`src/rtl/obuf_drain_ctrl_if.sv`:
```
// Output activation stream from the O buffer drain controller to the writeback path.
// One beat carries one row plus a per-column keep mask and an end-of-drain flag.
interface obuf_drain_ctrl_if #(
    parameter int unsigned ACT_WIDTH = 8,
    parameter int unsigned ARRAY_M   = 8
);
    logic [ACT_WIDTH*ARRAY_M-1:0] out_data;
    logic [ARRAY_M-1:0]           out_keep;
    logic                         out_valid;
    logic                         out_ready;
    logic                         out_last;

    modport master (output out_data, output out_keep, output out_valid, output out_last, input out_ready);
    modport slave  (input out_data, input out_keep, input out_valid, input out_last, output out_ready);
endinterface

```
`src/rtl/obuf_drain_ctrl.sv`:
```
// Drains rows from the O buffer into a valid/ready activation stream.
// Reads are credit-limited so a 2-entry output FIFO absorbs the RAM read latency.
module obuf_drain_ctrl #(
    parameter int unsigned RAM_SIZE   = 256,
    parameter int unsigned ADDR_WIDTH = $clog2(RAM_SIZE),
    parameter int unsigned ARRAY_M    = 8,
    parameter int unsigned ACT_WIDTH  = 8,
    parameter int unsigned RD_LATENCY = 1
) (
    input  logic                         clk,
    input  logic                         reset,
    input  logic                         start,
    input  logic [ADDR_WIDTH-1:0]        base_addr,
    input  logic [ADDR_WIDTH:0]          num_rows,
    input  logic [$clog2(ARRAY_M):0]     num_cols,
    output logic [ADDR_WIDTH-1:0]        obuf_read_addr,
    input  logic [ACT_WIDTH*ARRAY_M-1:0] obuf_data,
    obuf_drain_ctrl_if.master            ostrm,
    output logic                         busy,
    output logic                         done
);
    localparam int unsigned DATA_W = ACT_WIDTH * ARRAY_M;
    localparam int unsigned COL_W  = $clog2(ARRAY_M) + 1;
    localparam int unsigned ROW_W  = ADDR_WIDTH + 1;
    localparam int unsigned CRED_W = 3;

    typedef enum logic [1:0] {
        S_IDLE  = 2'd0,
        S_ISSUE = 2'd1,
        S_FLUSH = 2'd2
    } state_t;

    state_t                  state_q, state_d;
    logic                    busy_q, busy_d;
    logic                    done_q, done_d;
    logic                    accept, issue, issue_last;
    logic [ADDR_WIDTH-1:0]   rd_addr_q;
    logic [ROW_W-1:0]        rows_total_q, rows_issued_q;
    logic [ARRAY_M-1:0]      keep_q, keep_d;
    logic [DATA_W-1:0]       col_mask;
    logic [RD_LATENCY-1:0]   pipe_vld_q, pipe_last_q;
    logic [CRED_W-1:0]       inflight, credits;
    logic                    push, pop, push_last;
    logic [DATA_W-1:0]       push_data;
    logic                    head_vld_q, head_last_q, tail_vld_q, tail_last_q;
    logic [DATA_W-1:0]       head_data_q, tail_data_q;
    logic [ARRAY_M-1:0]      head_keep_q, tail_keep_q;

    assign pop       = head_vld_q & ostrm.out_ready;
    assign push      = pipe_vld_q[RD_LATENCY-1];
    assign push_last = pipe_last_q[RD_LATENCY-1];
    assign push_data = obuf_data & col_mask;

    // Keep mask for the requested column count, and its byte-expanded data mask
    always_comb begin
        keep_d   = '0;
        col_mask = '0;
        for (int m = 0; m < ARRAY_M; m++) begin
            keep_d[m] = (COL_W'(m) < num_cols);
            col_mask[m*ACT_WIDTH +: ACT_WIDTH] = {ACT_WIDTH{keep_q[m]}};
        end
    end

    // Reads issued but not yet captured, plus rows already buffered
    always_comb begin
        inflight = '0;
        for (int i = 0; i < RD_LATENCY; i++) begin
            inflight = inflight + CRED_W'(pipe_vld_q[i]);
        end
        credits = CRED_W'(head_vld_q) + CRED_W'(tail_vld_q) + inflight;
    end

    always_ff @(posedge clk or negedge reset) begin
        if (!reset) begin
            state_q <= S_IDLE;
            busy_q  <= 1'b0;
            done_q  <= 1'b0;
        end else begin
            state_q <= state_d;
            busy_q  <= busy_d;
            done_q  <= done_d;
        end
    end

    always_comb begin
        state_d    = state_q;
        accept     = 1'b0;
        issue      = 1'b0;
        issue_last = 1'b0;
        done_d     = 1'b0;
        case (state_q)
            S_IDLE: begin
                if (start) begin
                    accept = 1'b1;
                    if (num_rows == '0) done_d  = 1'b1;
                    else                state_d = S_ISSUE;
                end
            end
            S_ISSUE: begin
                // A pop this cycle frees one slot for the read issued now
                if (credits < (CRED_W'(2) + CRED_W'(pop))) begin
                    issue      = 1'b1;
                    issue_last = (rows_issued_q == (rows_total_q - ROW_W'(1)));
                    if (issue_last) state_d = S_FLUSH;
                end
            end
            S_FLUSH: begin
                if (pop && head_last_q) begin
                    done_d  = 1'b1;
                    state_d = S_IDLE;
                end
            end
            default: state_d = S_IDLE;
        endcase
        busy_d = (state_d != S_IDLE);
    end

    always_ff @(posedge clk or negedge reset) begin
        if (!reset) begin
            rd_addr_q     <= '0;
            rows_total_q  <= '0;
            rows_issued_q <= '0;
            keep_q        <= '0;
        end else if (accept) begin
            rd_addr_q     <= base_addr;
            rows_total_q  <= num_rows;
            rows_issued_q <= '0;
            keep_q        <= keep_d;
        end else if (issue) begin
            rd_addr_q     <= (rd_addr_q == ADDR_WIDTH'(RAM_SIZE - 1)) ? '0 : rd_addr_q + ADDR_WIDTH'(1);
            rows_issued_q <= rows_issued_q + ROW_W'(1);
        end
    end

    // Tracks each read until its data is valid on obuf_data
    always_ff @(posedge clk or negedge reset) begin
        if (!reset) begin
            pipe_vld_q  <= '0;
            pipe_last_q <= '0;
        end else begin
            pipe_vld_q[0]  <= issue;
            pipe_last_q[0] <= issue_last;
            for (int i = 1; i < RD_LATENCY; i++) begin
                pipe_vld_q[i]  <= pipe_vld_q[i-1];
                pipe_last_q[i] <= pipe_last_q[i-1];
            end
        end
    end

    // Two-entry FIFO: head drives the stream directly, tail holds the overflow row
    always_ff @(posedge clk or negedge reset) begin
        if (!reset) begin
            head_vld_q  <= 1'b0;
            head_data_q <= '0;
            head_keep_q <= '0;
            head_last_q <= 1'b0;
            tail_vld_q  <= 1'b0;
            tail_data_q <= '0;
            tail_keep_q <= '0;
            tail_last_q <= 1'b0;
        end else if (pop) begin
            if (tail_vld_q) begin
                head_data_q <= tail_data_q;
                head_keep_q <= tail_keep_q;
                head_last_q <= tail_last_q;
                if (push) begin
                    tail_data_q <= push_data;
                    tail_keep_q <= keep_q;
                    tail_last_q <= push_last;
                end else begin
                    tail_vld_q <= 1'b0;
                end
            end else if (push) begin
                head_data_q <= push_data;
                head_keep_q <= keep_q;
                head_last_q <= push_last;
            end else begin
                head_vld_q <= 1'b0;
            end
        end else if (push) begin
            if (!head_vld_q) begin
                head_vld_q  <= 1'b1;
                head_data_q <= push_data;
                head_keep_q <= keep_q;
                head_last_q <= push_last;
            end else begin
                tail_vld_q  <= 1'b1;
                tail_data_q <= push_data;
                tail_keep_q <= keep_q;
                tail_last_q <= push_last;
            end
        end
    end

    assert property (@(posedge clk) disable iff (!reset) !(push && !pop && tail_vld_q));

    assign obuf_read_addr  = rd_addr_q;
    assign ostrm.out_data  = head_data_q;
    assign ostrm.out_keep  = head_keep_q;
    assign ostrm.out_valid = head_vld_q;
    assign ostrm.out_last  = head_last_q;
    assign busy            = busy_q;
    assign done            = done_q;
endmodule

```
`src/flat_wrapper.sv`:
```
// flat-port wrapper written by rule: the top's interface ports become plain ports
module obuf_drain_ctrl_flat 
#(
    parameter int unsigned RAM_SIZE   = 256,
    parameter int unsigned ADDR_WIDTH = $clog2(RAM_SIZE),
    parameter int unsigned ARRAY_M    = 8,
    parameter int unsigned ACT_WIDTH  = 8,
    parameter int unsigned RD_LATENCY = 1
)
  (clk, reset, start, base_addr, num_rows, num_cols, obuf_read_addr, obuf_data, busy, done, ostrm_out_data, ostrm_out_keep, ostrm_out_valid, ostrm_out_last, ostrm_out_ready);
  obuf_drain_ctrl_if #(.ACT_WIDTH(ACT_WIDTH), .ARRAY_M(ARRAY_M)) ostrm_i ();
  input  logic clk;
  input  logic reset;
  input  logic start;
  input  logic [ADDR_WIDTH-1:0] base_addr;
  input  logic [ADDR_WIDTH:0] num_rows;
  input  logic [$clog2(ARRAY_M):0] num_cols;
  output logic [ADDR_WIDTH-1:0] obuf_read_addr;
  input  logic [ACT_WIDTH*ARRAY_M-1:0] obuf_data;
  output logic busy;
  output logic done;
  output wire logic [$bits(ostrm_i.out_data)-1:0] ostrm_out_data;
  output wire logic [$bits(ostrm_i.out_keep)-1:0] ostrm_out_keep;
  output wire logic [$bits(ostrm_i.out_valid)-1:0] ostrm_out_valid;
  output wire logic [$bits(ostrm_i.out_last)-1:0] ostrm_out_last;
  input wire logic [$bits(ostrm_i.out_ready)-1:0] ostrm_out_ready;
  assign ostrm_out_data = ostrm_i.out_data;
  assign ostrm_out_keep = ostrm_i.out_keep;
  assign ostrm_out_valid = ostrm_i.out_valid;
  assign ostrm_out_last = ostrm_i.out_last;
  assign ostrm_i.out_ready = ostrm_out_ready;
  obuf_drain_ctrl #(.RAM_SIZE(RAM_SIZE), .ADDR_WIDTH(ADDR_WIDTH), .ARRAY_M(ARRAY_M), .ACT_WIDTH(ACT_WIDTH), .RD_LATENCY(RD_LATENCY)) u_core (.clk(clk), .reset(reset), .start(start), .base_addr(base_addr), .num_rows(num_rows), .num_cols(num_cols), .obuf_read_addr(obuf_read_addr), .obuf_data(obuf_data), .ostrm(ostrm_i), .busy(busy), .done(done));
endmodule
```
`config.mk`:
```
export PLATFORM = sky130hd
export DESIGN_NAME = obuf_drain_ctrl_flat
export DESIGN_NICKNAME = d
export VERILOG_FILES = /design/src/rtl/obuf_drain_ctrl_if.sv /design/src/rtl/obuf_drain_ctrl.sv /design/src/flat_wrapper.sv
export SDC_FILE = /design/constraint.sdc
export NUM_CORES = 1
export LEC_CHECK = 0
export BUFFER_PORTS_ARGS = -buffer_cell sky130_fd_sc_hd__buf_4
export CORE_UTILIZATION = 30
export CTS_CLUSTER_DIAMETER = 100
export DETAILED_ROUTE_END_ITERATION = 8
export PLACE_DENSITY = 0.48
export SLEW_MARGIN = 20
export SYNTH_ARGS = -nofsm -noshare
export SYNTH_HDL_FRONTEND = slang
export SYNTH_SLANG_ARGS = --single-unit
```
`constraint.sdc`:
```
create_clock -name clk -period 2.7 [get_ports clk]
set_clock_uncertainty 0.05 [all_clocks]
set_input_delay 0.135 -clock clk [delete_from_list [all_inputs] [get_ports clk]]
set_output_delay 0.135 -clock clk [all_outputs]
set_load 0.02 [all_outputs]
```
# After elaboration in Yosys (flattened, before gate mapping)
# Index checks and enable logic that the tools add are counted.
dict set report totals {
  register_bits 188
  in_bits 89
  output_inout_bits 84
  word_cells 111
}
dict set report op_classes {
  n_addsub 6
  magnitude_cmp 9
  eq_ne 8
  mux 57
  n_bitwise 2
  n_reduce_logical 12
}
# operator n
set ops {}
lappend ops {{64-bit two-way mux} 9}
lappend ops {{8-bit two-way mux} 12}
lappend ops {{64-bit AND} 1}
lappend ops {{1-bit two-way mux} 27}
lappend ops {{9-bit two-way mux} 2}
lappend ops {{3-bit by 4-bit less-than comparator with 1-bit output, first input constant} 4}
lappend ops {{2-bit two-way mux} 5}
lappend ops {{2-bit nonzero test} 5}
lappend ops {{9-bit by 1-bit adder with 9-bit output, second input constant} 1}
lappend ops {{9-bit == test} 1}
lappend ops {{9-bit logical NOT} 1}
lappend ops {{3-bit AND reduction} 3}
lappend ops {{9-bit by 1-bit subtractor with 9-bit output, second input constant} 1}
lappend ops {{8-bit by 1-bit adder with 8-bit output, second input constant} 1}
lappend ops {{8-bit == test, second input constant} 1}
lappend ops {{1-bit by 4-bit less-than comparator with 1-bit output, first input constant} 2}
lappend ops {{2-bit by 4-bit less-than comparator with 1-bit output, first input constant} 2}
lappend ops {{2-bit != test, second input constant} 3}
lappend ops {{2-bit one-hot mux with 3 select lines} 1}
lappend ops {{2-bit by 1-bit adder with 3-bit output, first input constant} 1}
lappend ops {{3-bit by 1-bit adder with 3-bit output} 1}
lappend ops {{3-bit less-than comparator} 1}
lappend ops {{1-bit by 1-bit adder with 2-bit output} 1}
lappend ops {{2-bit by 1-bit == test with 1-bit output, second input constant} 1}
lappend ops {{7 further kinds} 7}

# Longest topological paths before layout
# Gate-level depths: netlist of run 1.
dict set report depth {
  depth_word 7
  depth_mapped 8
}

# Worst setup path after synthesis of run 1
# Ideal clock, no wire load.
dict set report synth_timing {
  kind {reg2reg}
  startpoint {register u_core.head_vld_q (netlist: u_core.ostrm.out_valid)}
  endpoint {register u_core.rows_issued_q[4]}
  setup_time_ns 0.132
  arrival_ns 2.027
  setup_slack_ns 0.491
  stages_incl_launch_ff 8
  n_path_buf 1
  cell_sequence {dfrtp_1 -> fa_1 -> nand3b_1 -> a211oi_4 -> buf_6 -> nand4_1 -> xor2_1 -> nor2_1}
}
dict set report synth_between {
  elab_chain_cells 6
}
# element line_no
set synth_lines {}
lappend synth_lines {{start, declared} obuf_drain_ctrl.sv:45} ;# logic head_vld_q, head_last_q, tail_vld_q, tail_last_q;
lappend synth_lines {{start signal, assigned} obuf_drain_ctrl.sv:153} ;# head_vld_q <= 1'b0;
lappend synth_lines {{start signal, assigned} obuf_drain_ctrl.sv:178} ;# head_vld_q <= 1'b0;
lappend synth_lines {{start signal, assigned} obuf_drain_ctrl.sv:182} ;# head_vld_q <= 1'b1;
lappend synth_lines {{1-bit by 1-bit adder with 2-bit output or 1-bit AND (tied branches)} {obuf_drain_ctrl.sv:70, obuf_drain_ctrl.sv:49}}
lappend synth_lines {{3-bit by 1-bit adder with 3-bit output or 2-bit by 1-bit adder with 3-bit output (tied branches)} {obuf_drain_ctrl.sv:70, obuf_drain_ctrl.sv:101}}
lappend synth_lines {{3-bit less-than comparator *} obuf_drain_ctrl.sv:101} ;# if (credits < (CRED_W'(2) + CRED_W'(pop))) begin
lappend synth_lines {{1-bit two-way mux *} obuf_drain_ctrl.sv:101}
lappend synth_lines {{1-bit two-way mux *} obuf_drain_ctrl.sv:91} ;# case (state_q)
lappend synth_lines {{via u_core.issue} obuf_drain_ctrl.sv:36} ;# logic accept, issue, issue_last;
lappend synth_lines {{2-bit nonzero test (no line) *} --}
lappend synth_lines {{end signal, assigned} obuf_drain_ctrl.sv:131} ;# rows_issued_q <= rows_issued_q + ROW_W'(1);
lappend synth_lines {{end, declared} obuf_drain_ctrl.sv:38} ;# logic [ROW_W-1:0] rows_total_q, rows_issued_q;
# The timed path passes the listed nets; every way through them passes the cells marked *.
# A chain may end at the register's enable or synchronous reset.

# Final worst setup path of run 1
dict set report layout_timing {
  startpoint {register u_core.pipe_vld_q}
  endpoint {register u_core.rows_issued_q[7]}
}
dict set report layout_between {
  elab_chain_cells 5
}
# element line_no
set layout_lines {}
lappend layout_lines {{start, declared} obuf_drain_ctrl.sv:41} ;# logic [RD_LATENCY-1:0] pipe_vld_q, pipe_last_q;
lappend layout_lines {{start signal, assigned by index} obuf_drain_ctrl.sv:144} ;# pipe_vld_q[i] <= pipe_vld_q[i-1];
lappend layout_lines {{3-bit by 1-bit adder with 3-bit output} obuf_drain_ctrl.sv:70} ;# credits = CRED_W'(head_vld_q) + CRED_W'(tail_vld_q) + inflight;
lappend layout_lines {{3-bit less-than comparator} obuf_drain_ctrl.sv:101}
lappend layout_lines {{1-bit two-way mux} obuf_drain_ctrl.sv:101}
lappend layout_lines {{1-bit two-way mux} obuf_drain_ctrl.sv:91}
lappend layout_lines {{2-bit nonzero test (no line)} --}
# Every way passes these cells.

==> out/metrics.cfg, run 1 <==
[run_status]
status=finished, final reports clean

[routing]
dr_wl_met3_um=787
routed.top_layer=met4
final_antenna_net_count=0
drc_errors=0
dr_total_vias=6845
wl_per_cell_um=14.00
drt_pass1_iterations=4
met1_length_um=10620
wirelength_um=21410
drt_iter0_drc=334
via_per_inst=4.477
route.met2.wl_um=9750

[clock_tree]
cts_root_buffer=clkbuf_16
cts_max_level=4
clk_latency_ns=0.43
cts_resized=0
numCtsBuffers=17
cts_tree=yes
path_clk_slew_ns=0.08
clockBufferDepth=2
clock-sinks=188

[yosys]
synth_edf_count=0
synth_xor_area_frac=0.01782
synth_cell_types=54
yosys.area_share.simple=0.1748
synth-adder-area-share=0.01138
async_flop_share=1.000
synth_compound_area_frac=0.1652
synth_ff_type=dfrtp_1
ys_seq_area_frac=0.5630
syn_inst=908
syn_area_mm2=0.008356
synth.area.mux_share=0.03594
synth.ff_latch_count=188
ys_warn_count=0
synth_nets=1004
syn_avg_cell_area_um2=9.202
synth_top_family_by_area=simple AND/OR/NAND/NOR gates

[worst_setup_path]
path_depth=6
worstPathArrival_ns=2.61
cp_slowest_cell=a2111oi_2
endpoint=u_core.rows_issued_q[7]$_DFFE_PN0P_
setup.worst_path.start_class=flop
reg2reg_depth=6
cp.required_ns=2.97
slowest_delay_ns=0.60
path_cells=fa_1 > nand3b_1 > a2111oi_2 > nand3_1 > xor2_1 > nor2_1
critPathKind=reg -> reg
path_max_fanout=7
crit_start=u_core.pipe_vld_q$_DFF_PN0_
r2r-start=u_core.pipe_vld_q$_DFF_PN0_
critPathTopFamily=compound AO/OA/AOI/OAI gates
critPathBufInv=0
cp-end-kind=flop
r2r-end=u_core.rows_issued_q[7]$_DFFE_PN0P_
r2r_setup_slack_ns=0.36

[placed_design]
gp_congestion=0.7342
dpl.hpwl_um=14250
dpl.cell_count=1408
port_buffers=172

[final_layout]
post-route-util=0.4280
final_cells=1529
nets=1240
drive_gt1_frac=0.2195
n_antenna_cell=0
syn_to_final_growth_pct=38.81

[timing]
setup_tns_ns=0
rsz0062_at_grt=false
drv_slew=0
tightest_slew_ns=0.8619
fin_crit_ns=2.339
finalSetupViolations=0
final_hold_viol_count=0
max_freq_mhz=427.5
slew_headroom=0.4232
final.period_utilization=0.8665

[min_path]
min_path_type=in -> reg
hp-start=start

[floorplan]
dieHeight_um=168.9
start_util=0.3083
core_mm2=0.02710
pin_count=173
die_area_mm2=0.02852
chipWidth_um=168.9
num_rows=60

[power]
clkPwrFrac=0.195
p_int_mw=7.492
leakage_nw=5.329
seqPwrFrac=0.387
p_sw_mw=5.279
power_density_mw_per_mm2=1101
vdd_drop_max_mv=0.6112
swShare=0.4133
power.total_mw=12.77
pwr-share-comb=0.418

[global_route]
grt_pass1_wl_um=35190
grt_overflow=0
grt_start_max_net_pins=87
grt_pass1_vias=6617
antenna_found_initial=0
grt_usage=0.1560

[job]
cap_violations=0

-- placed cells by master, fill, tap and decap left out, types with 6 or more instances in the layout --
cell,instances
buf_4,184
xnor2_1,7
o21ai_0,152
ha_1,6
mux2i_1,12
xor2_1,10
nand2_1,217
and3_1,6
mux2_2,16
dfrtp_1,188
nand3_1,9
nor2_1,85
clkbuf_16,17
a21oi_1,71
buf_12,7
inv_6,7
dlygate4sd3_1,87
-- sequential cells by signal (all words and copies together) (netlist names) --
signal and count:
u_core.tail_data_q 64, u_core.tail_keep_q 8, u_core.ostrm.out_keep 8, u_core.rows_total_q 9
u_core.state_q 2, u_core.ostrm.out_last 1, u_core.rows_issued_q 9, u_core.tail_last_q 1
u_core.done 1, u_core.tail_vld_q 1, u_core.ostrm.out_valid 1, u_core.pipe_last_q 1
u_core.obuf_read_addr 8, u_core.busy 1, u_core.pipe_vld_q 1, u_core.ostrm.out_data 64
u_core.keep_q 8
-- cell families after synthesis --
group	Yosys count
AO/OA/AOI/OAI	252
XOR/XNOR	17
adder cells (fa/ha/maj)	7
buffers and inverters	67
flip-flops	188
multiplexers	28
AND/OR/NAND/NOR	349
-- through the flow --
| stage | hold WS, ns | area (um^2) | setup slack (ns) |
|---|---|---|---|
| 2_1_floorplan | -0.2106 | 8356 | 0.4912 |
| 3_5_place_dp | 0.1137 | 10110 | 0.1244 |
| 3_3_place_gp | 0.1108 | 10110 | 0.1803 |
| 5_1_grt | 0.03872 | 11600 | 0.1391 |
| 6_report | 0.04668 | 11600 | 0.3606 |
| 4_1_cts | 0.02285 | 11570 | 0.1842 |
-- worst min-delay path by stage --
stage,end,slack [ns],cells after the start
6_report,u_core.state_q[0]$_DFF_PN0_,0.05,4
5_1_grt,u_core.done$_DFF_PN0_,0.04,3
4_1_cts,u_core.state_q[0]$_DFF_PN0_,0.02,4
3_5_place_dp,u_core.obuf_read_addr[5]$_DFFE_PN0P_,0.11,1
3_3_place_gp,u_core.obuf_read_addr[5]$_DFFE_PN0P_,0.11,1
2_1_floorplan,u_core.busy$_DFF_PN0_,-0.21,0
-- power groups by stage --
stage / combinational (mW) / clock [mW] / sequential, mW
after floorplan: 3.02 / 0 / 5.20
after global placement: 5.16 / 0 / 5.00
after detailed placement: 5.24 / 0 / 5.01
after CTS: 5.34 / 2.59 / 4.97
after global routing: 6.01 / 2.69 / 5.13
final: 5.34 / 2.49 / 4.94
-- tightest hold or removal path: cells and delay by family --
family                 cells  cell delay [ns]
AOI/OAI and AO/OA          2             0.13
buffers and inverters      1             0.12
and+or+nand+nor            1             0.11
-- cell type report --
class	instances	area [um^2]
repair buffers	279	2406
clock buffers	18	439.2
inverters	5	18.77
clock inverters	14	146.4
flip-flops and latches	188	4705
multi-input cells	653	3418
fillers	2729	15500
well taps	372	465.4
-- synthesized netlist by cell type, types with 6 or more instances --
library cell    n  area share
ha_1            6      0.0090
and3_1          7      0.0052
clkbuf_1       49       0.022
xor2_1         10       0.010
buf_2           6      0.0036
o21ai_0       153       0.092
dfrtp_1       188        0.56
buf_1           6      0.0027
a21oi_1        71       0.043
mux2i_1        12       0.014
nor2_1         85       0.038
xnor2_1         7      0.0073
nand3_1        10      0.0060
nand2_1       217       0.097
mux2_2         16       0.022
-- metal layers --
metal  vias up  global-route usage
met2       122              0.2467
met1      3165              0.2166
met3        17             0.02712
met4         0             0.04980
met5         -                   0
li1       3541                   -
-- what timing repair did --
action / 4_1_cts / 5_1_grt
hold endpoints to repair: 149 / 0
setup buffers: 0 / 2
endpoints found under the setup margin: 0 / 4
hold buffers: 87 / 0
Note: power is estimated with default switching activity, not from simulation.
==> run 2, diff against run 1 <==
- CORE_UTILIZATION: 30 -> 35
- PLACE_DENSITY: 0.48 -> 0.54
- clock period: 2.7 -> 2.6 ns (I/O delays scaled with it)
==> run 2 against run 1 <==
Against the previous run: power rose by 2.3%; routed wire length shrank 2.5%; sequential share of layout area grew 0.46 points; count of clock-buffer cells in the layout stayed put; cell count is 3.7% lower; combinational power up 1%; clock power increased by 2%; sequential cell count is the same; maximum frequency is 4.5% lower; register-to-register slack got worse by 0.21 ns; sequential power rose by 4%; worst setup slack got worse by 0.21 ns.
==> out/metrics.cfg, run 2 (synthesized netlist as in run 1, its figures left out) <==
[placed_design]
post_dp_cell_area_mm2=0.01003  ; -0.88%
dpl.hpwl_um=13520  ; -5.1%
gp_congestion=0.7447  ; +1.4%
port_buffers=172  ; unchanged

[final_layout]
layout_commonest_cell=nand2_1
fin_area_mm2=0.01147  ; -1.1%
drive_gt1_frac=0.2168  ; -0.002708
post-route-util=0.4887  ; +0.06072
n_antenna_cell=0  ; unchanged
nets=1236  ; -0.32%
layout_common_cells=nand2_1, dfrtp_1, buf_4, o21ai_0, dlygate4sd3_1
syn_to_final_growth_pct=37.29
fillers=2258  ; -17%

[timing]
drv_slew=0  ; unchanged
max_freq_mhz=408.3  ; -4.5%
finalSetupViolations=0  ; unchanged
setup_tns_ns=0  ; unchanged
tightest_slew_ns=0.5528  ; -0.3092 ns
final.period_utilization=0.9421  ; +0.07561
slew_headroom=0.6301  ; +0.2069
rsz0062_at_grt=false
hold_slack_ns=0.05640  ; +0.009722 ns
fin_crit_ns=2.449  ; +0.1099 ns
final_hold_viol_count=0  ; unchanged

[worst_setup_path]
r2r-start=u_core.ostrm.out_valid$_DFFE_PN0P_
setup.worst_path.start_class=flop
r2r_setup_slack_ns=0.15  ; -0.21 ns
cp-end-kind=flop
r2r-end=u_core.obuf_read_addr[3]$_DFFE_PN0P_
cp.required_ns=2.86  ; -0.11 ns
critPathKind=reg -> reg
worstPathArrival_ns=2.71  ; +0.10 ns
path_max_fanout=16  ; +9
reg2reg_depth=6  ; unchanged

[run_status]
status=finished, final reports clean

[floorplan]
dieHeight_um=156.5  ; -7.3%
num_rows=56  ; -6.7%
pin_count=173  ; unchanged
start_util=0.3560  ; +0.04766
core_mm2=0.02347  ; -13%
die_area_mm2=0.02450  ; -14%
chipWidth_um=156.5  ; -7.3%

[clock_tree]
clock-sinks=188  ; unchanged
cts_tree=yes
cts_root_buffer=clkbuf_16
postCtsSetupBuffers=0  ; unchanged
numCtsBuffers=17  ; unchanged
clk_latency_ns=0.43  ; about the same
cts_max_level=4  ; unchanged
clockBufferDepth=2  ; unchanged
path_clk_slew_ns=0.07  ; about the same

[power]
pwr-share-comb=0.414  ; -0.004
vdd_drop_max_mv=0.6035  ; -1.3%
p_int_mw=7.659  ; +2.2%
leakage_nw=5.292  ; -0.69%
power_density_mw_per_mm2=1139  ; +3.5%
seqPwrFrac=0.392  ; +0.005
clkPwrFrac=0.194  ; about the same
p_sw_mw=5.412  ; +2.5%
swShare=0.4140  ; +0.0006897

[global_route]
grt_start_max_net_pins=91  ; +4.6%
grt_pass1_vias=6622  ; +0.076%
antenna_found_initial=0  ; unchanged
grt_overflow=0  ; unchanged
grt_pass1_wl_um=34490  ; -2.0%
grt_usage=0.1785  ; +0.02247

[routing]
drt_pass1_iterations=4  ; unchanged
wirelength_um=20870  ; -2.5%
drc_errors=0  ; unchanged
via_per_inst=4.702  ; +5.0%
drt_iter0_drc=306  ; -8.4%
final_antenna_net_count=0  ; unchanged
wl_per_cell_um=14.18  ; +1.2%
dr_total_vias=6921  ; +1.1%

[min_path]
hold_path_end=u_core.done$_DFF_PN0_
holdPathStages=3  ; -1
min_path_type=in -> reg
hp-start=start

[job]
cap_violations=0  ; unchanged

==> run 2: worst max path at each step <==
stage | from | to | cells after the start
after floorplan | u_core.ostrm.out_valid$_DFFE_PN0P_ | u_core.rows_issued_q[4]$_DFFE_PN0P_ | 7
final | u_core.ostrm.out_valid$_DFFE_PN0P_ | u_core.obuf_read_addr[3]$_DFFE_PN0P_ | 6
after global placement | u_core.pipe_vld_q$_DFF_PN0_ | u_core.obuf_read_addr[6]$_DFFE_PN0P_ | 7
after CTS | u_core.pipe_vld_q$_DFF_PN0_ | u_core.obuf_read_addr[3]$_DFFE_PN0P_ | 6
after detailed placement | u_core.pipe_vld_q$_DFF_PN0_ | u_core.obuf_read_addr[7]$_DFFE_PN0P_ | 6
after global routing | u_core.ostrm.out_valid$_DFFE_PN0P_ | u_core.obuf_read_addr[3]$_DFFE_PN0P_ | 6
==> run 2: final cells by class <==
cell class	count	area, um^2	area share
repair buffers	275	2366	0.2063
clock buffers	18	439.2	0.03829
inverters	5	18.77	0.001636
flip-flops and latches	188	4706	0.4102
clock inverters	14	123.9	0.01080
multi-input cells	653	3418	0.2980
well taps	319	399.1	0.03479
==> run 2: repair_timing <==
item,CTS,global route
endpoints found under the setup margin,0,1
hold buffers,88,0
gates resized for setup,0,1
endpoints found under the hold margin,147,0
==> run 2: power groups by stage <==
stage          clock network, mW  logic (mW)  registers (mW)
5_1_grt                     2.74        6.12            5.31
4_1_cts                     2.62        5.50            5.13
2_1_floorplan                  0        3.14            5.40
3_5_place_dp                   0        5.37            5.18
6_report                    2.53        5.41            5.13
3_3_place_gp                   0        5.27            5.17
==> run 2: stage by stage <==
| stage | power (mW) | instances | setup WS [ns] |
|---|---|---|---|
| after floorplan | 8.539 | 908 | 0.3912 |
| after global placement | 10.44 | 1352 | 0.2566 |
| after detailed placement | 10.56 | 1352 | 0.1476 |
| after CTS | 13.25 | 1472 | 0.1276 |
| after global routing | 14.17 | 1472 | 0.04369 |
| final | 13.07 | 1472 | 0.1506 |
==> run 2: critical path: stages (launching register included) <==
cell	delay (ns)
dfrtp_1	0.45
fa_1	0.48
nand3b_1	0.28
a211oi_4	0.28
buf_4	0.25
o21bai_1	0.17
o311ai_0	0.37
==> run 2: per-layer routing <==
layer	up-vias	global-route usage	share of wire
li1	3535	-	-
met1	3221	0.2525	0.49
met2	149	0.2787	0.46
met3	16	0.03046	0.036
met4	0	0.05369	0.012
met5	-	0	0
==> run 3, diff against run 2 <==
- CORE_UTILIZATION: 35 -> 45
- PLACE_DENSITY: 0.54 -> 0.67
==> run 3 against run 2 <==
Against the previous run: the flow now finishes with violations (design-rule violations); combinational power increased by 2%; register-to-register slack improved by 0.098 ns; via count increased by 0.45%; cell count decreased by 5.9%; core utilization increased by 14 points; sequential cell count unchanged; worst setup slack improved by 0.098 ns; power increased by 1.4%; worst hold slack got worse by 0.019 ns; maximum frequency increased by 4.2%; global-route usage increased by 4.0 points; largest cell class unchanged; highest routed layer unchanged.
==> out/metrics.cfg, run 3 (synthesized netlist as in run 1, its figures left out) <==
[clock_tree]
cts_root_buffer=clkbuf_16
cts_resized=0  ; unchanged
path_clk_slew_ns=0.07  ; about the same
clock-sinks=188  ; unchanged
numCtsBuffers=17  ; unchanged
cts_max_level=4  ; unchanged
cts_tree=yes
clk_latency_ns=0.42  ; about the same
clockBufferDepth=2  ; unchanged

[global_route]
met3_usage=0.03810  ; +0.007639
grt_start_max_net_pins=137  ; +51%
grt_pass1_wl_um=33570  ; -2.7%
grt_overflow=0  ; unchanged
grt_pass1_vias=6766  ; +2.2%
use_met2=0.3588  ; +0.08006
busiest_layer=met2
groute.layer.met1.usage=0.2944  ; +0.04188
antenna_found_initial=1  ; +1
grt_usage=0.2185  ; +0.04002

[timing]
worst_slack_ns=0.2487  ; +0.09811 ns
drv_slew=0  ; unchanged
final.period_utilization=0.9043  ; -0.03773
final_hold_viol_count=0  ; unchanged
setup_tns_ns=0  ; unchanged
slew_headroom=0.5902  ; -0.03992
finalSetupViolations=0  ; unchanged
rsz0062_at_grt=false
tightest_slew_ns=0.6147  ; +0.06198 ns
max_freq_mhz=425.3  ; +4.2%
hold_slack_ns=0.03700  ; -0.01940 ns
fin_crit_ns=2.351  ; -0.09811 ns

[placed_design]
post-place-ws_ns=0.07815  ; -0.06944 ns
gp_congestion=0.7911  ; +6.2%
dpl.cell_count=1262  ; -6.7%
post_dp_cell_area_mm2=0.009913  ; -1.1%
port_buffers=172  ; unchanged
dpl.hpwl_um=12750  ; -5.7%

[floorplan]
pin_count=173  ; unchanged
start_util=0.4620  ; +0.1060
chipWidth_um=138.3  ; -12%
die_area_mm2=0.01912  ; -22%
num_rows=49  ; -13%
dieHeight_um=138.3  ; -12%
core_mm2=0.01809  ; -23%

[worst_setup_path]
r2r-start=u_core.tail_vld_q$_DFFE_PN0P_
path_max_fanout=7  ; -9
worstPathArrival_ns=2.60  ; -0.11 ns
cp.required_ns=2.85  ; about the same
critPathKind=reg -> reg
crit_start=u_core.tail_vld_q$_DFFE_PN0P_
cp-end-kind=flop
setup.worst_path.start_class=flop

[routing]
final_antenna_net_count=0  ; unchanged
drt_pass1_iterations=8  ; +4
wl_per_cell_um=14.26  ; +0.57%
wirelength_um=19750  ; -5.4%
dr_total_vias=6952  ; +0.45%
via_per_inst=5.019  ; +6.8%
drt_iter0_drc=434  ; +42%
drc_errors=20  ; +20

[final_layout]
final_cells=1385  ; -5.9%
layout_common_cells=nand2_1, dfrtp_1, buf_4, o21ai_0, dlygate4sd3_1
fin_area_mm2=0.01141  ; -0.53%
nets=1239  ; +0.24%
post-route-util=0.6309  ; +0.1422
fillers=1525  ; -32%
drive_gt1_frac=0.2147  ; -0.002107
syn_to_final_growth_pct=36.55
layout_commonest_cell=nand2_1

[power]
power.total_mw=13.25  ; +1.4%
leakage_nw=5.315  ; +0.44%
power_density_mw_per_mm2=1162  ; +1.9%
vdd_drop_max_mv=0.7029  ; +16%

[job]
cap_violations=0  ; unchanged

[min_path]
hp-start=start
min_path_type=in -> reg

[run_status]
violations=design-rule violations
status=complete, but fails checks

## run 3: final cells by class
cell class / count / area (um^2) / share of cell area
multi-input cells: 653 / 3418 / 0.2996
flip-flops and latches: 188 / 4705 / 0.4123
repair buffers: 278 / 2389 / 0.2093
clock inverters: 10 / 140.1 / 0.01228
inverters: 5 / 18.77 / 0.001645
diodes: 1 / 2.502 / 0.0002193
well taps: 229 / 286.5 / 0.02511
clock buffers: 21 / 450.4 / 0.03948
## run 3: where the power goes
part	internal (mW)	switching [mW]	leakage, nW
Clock	1.54	1.09	0.280
Sequential	4.11	1.01	2.37
Combinational	2.33	3.18	2.67
## run 3: routing by layer
metal / part of all wire / vias up
met1: 0.47 / 3254
li1: - / 3540
met4: 0.018 / 0
met3: 0.035 / 21
met5: 0 / -
met2: 0.48 / 137
## run 3: critical path, cell delays in order (launching register included)
cell and delay (ns):
dfrtp_1 0.46, fa_1 0.46, nand3b_1 0.27, a2111oi_2 0.57, nand3_1 0.19, xor2_1 0.18
nor2_1 0.05
## run 3: final timing paths
path,end,slack (ns),cells past startpoint
hold reg to reg,u_core.tail_data_q[14]$_DFFE_PN0P_,0.43,2
max in group asynchronous,u_core.tail_data_q[46]$_DFFE_PN0P_,1.55,3
setup reg to reg,u_core.rows_issued_q[5]$_DFFE_PN0P_,0.25,6
min in group asynchronous,u_core.rows_total_q[6]$_DFFE_PN0P_,0.18,2
setup / recovery,u_core.rows_issued_q[5]$_DFFE_PN0P_,0.25,6
hold / removal,u_core.done$_DFF_PN0_,0.04,3
## run 3: repair_timing
item	CTS	global route
hold buffers	88	0
endpoints found under the hold margin	144	0
buffers inserted	0	3
setup endpoints to repair	0	3
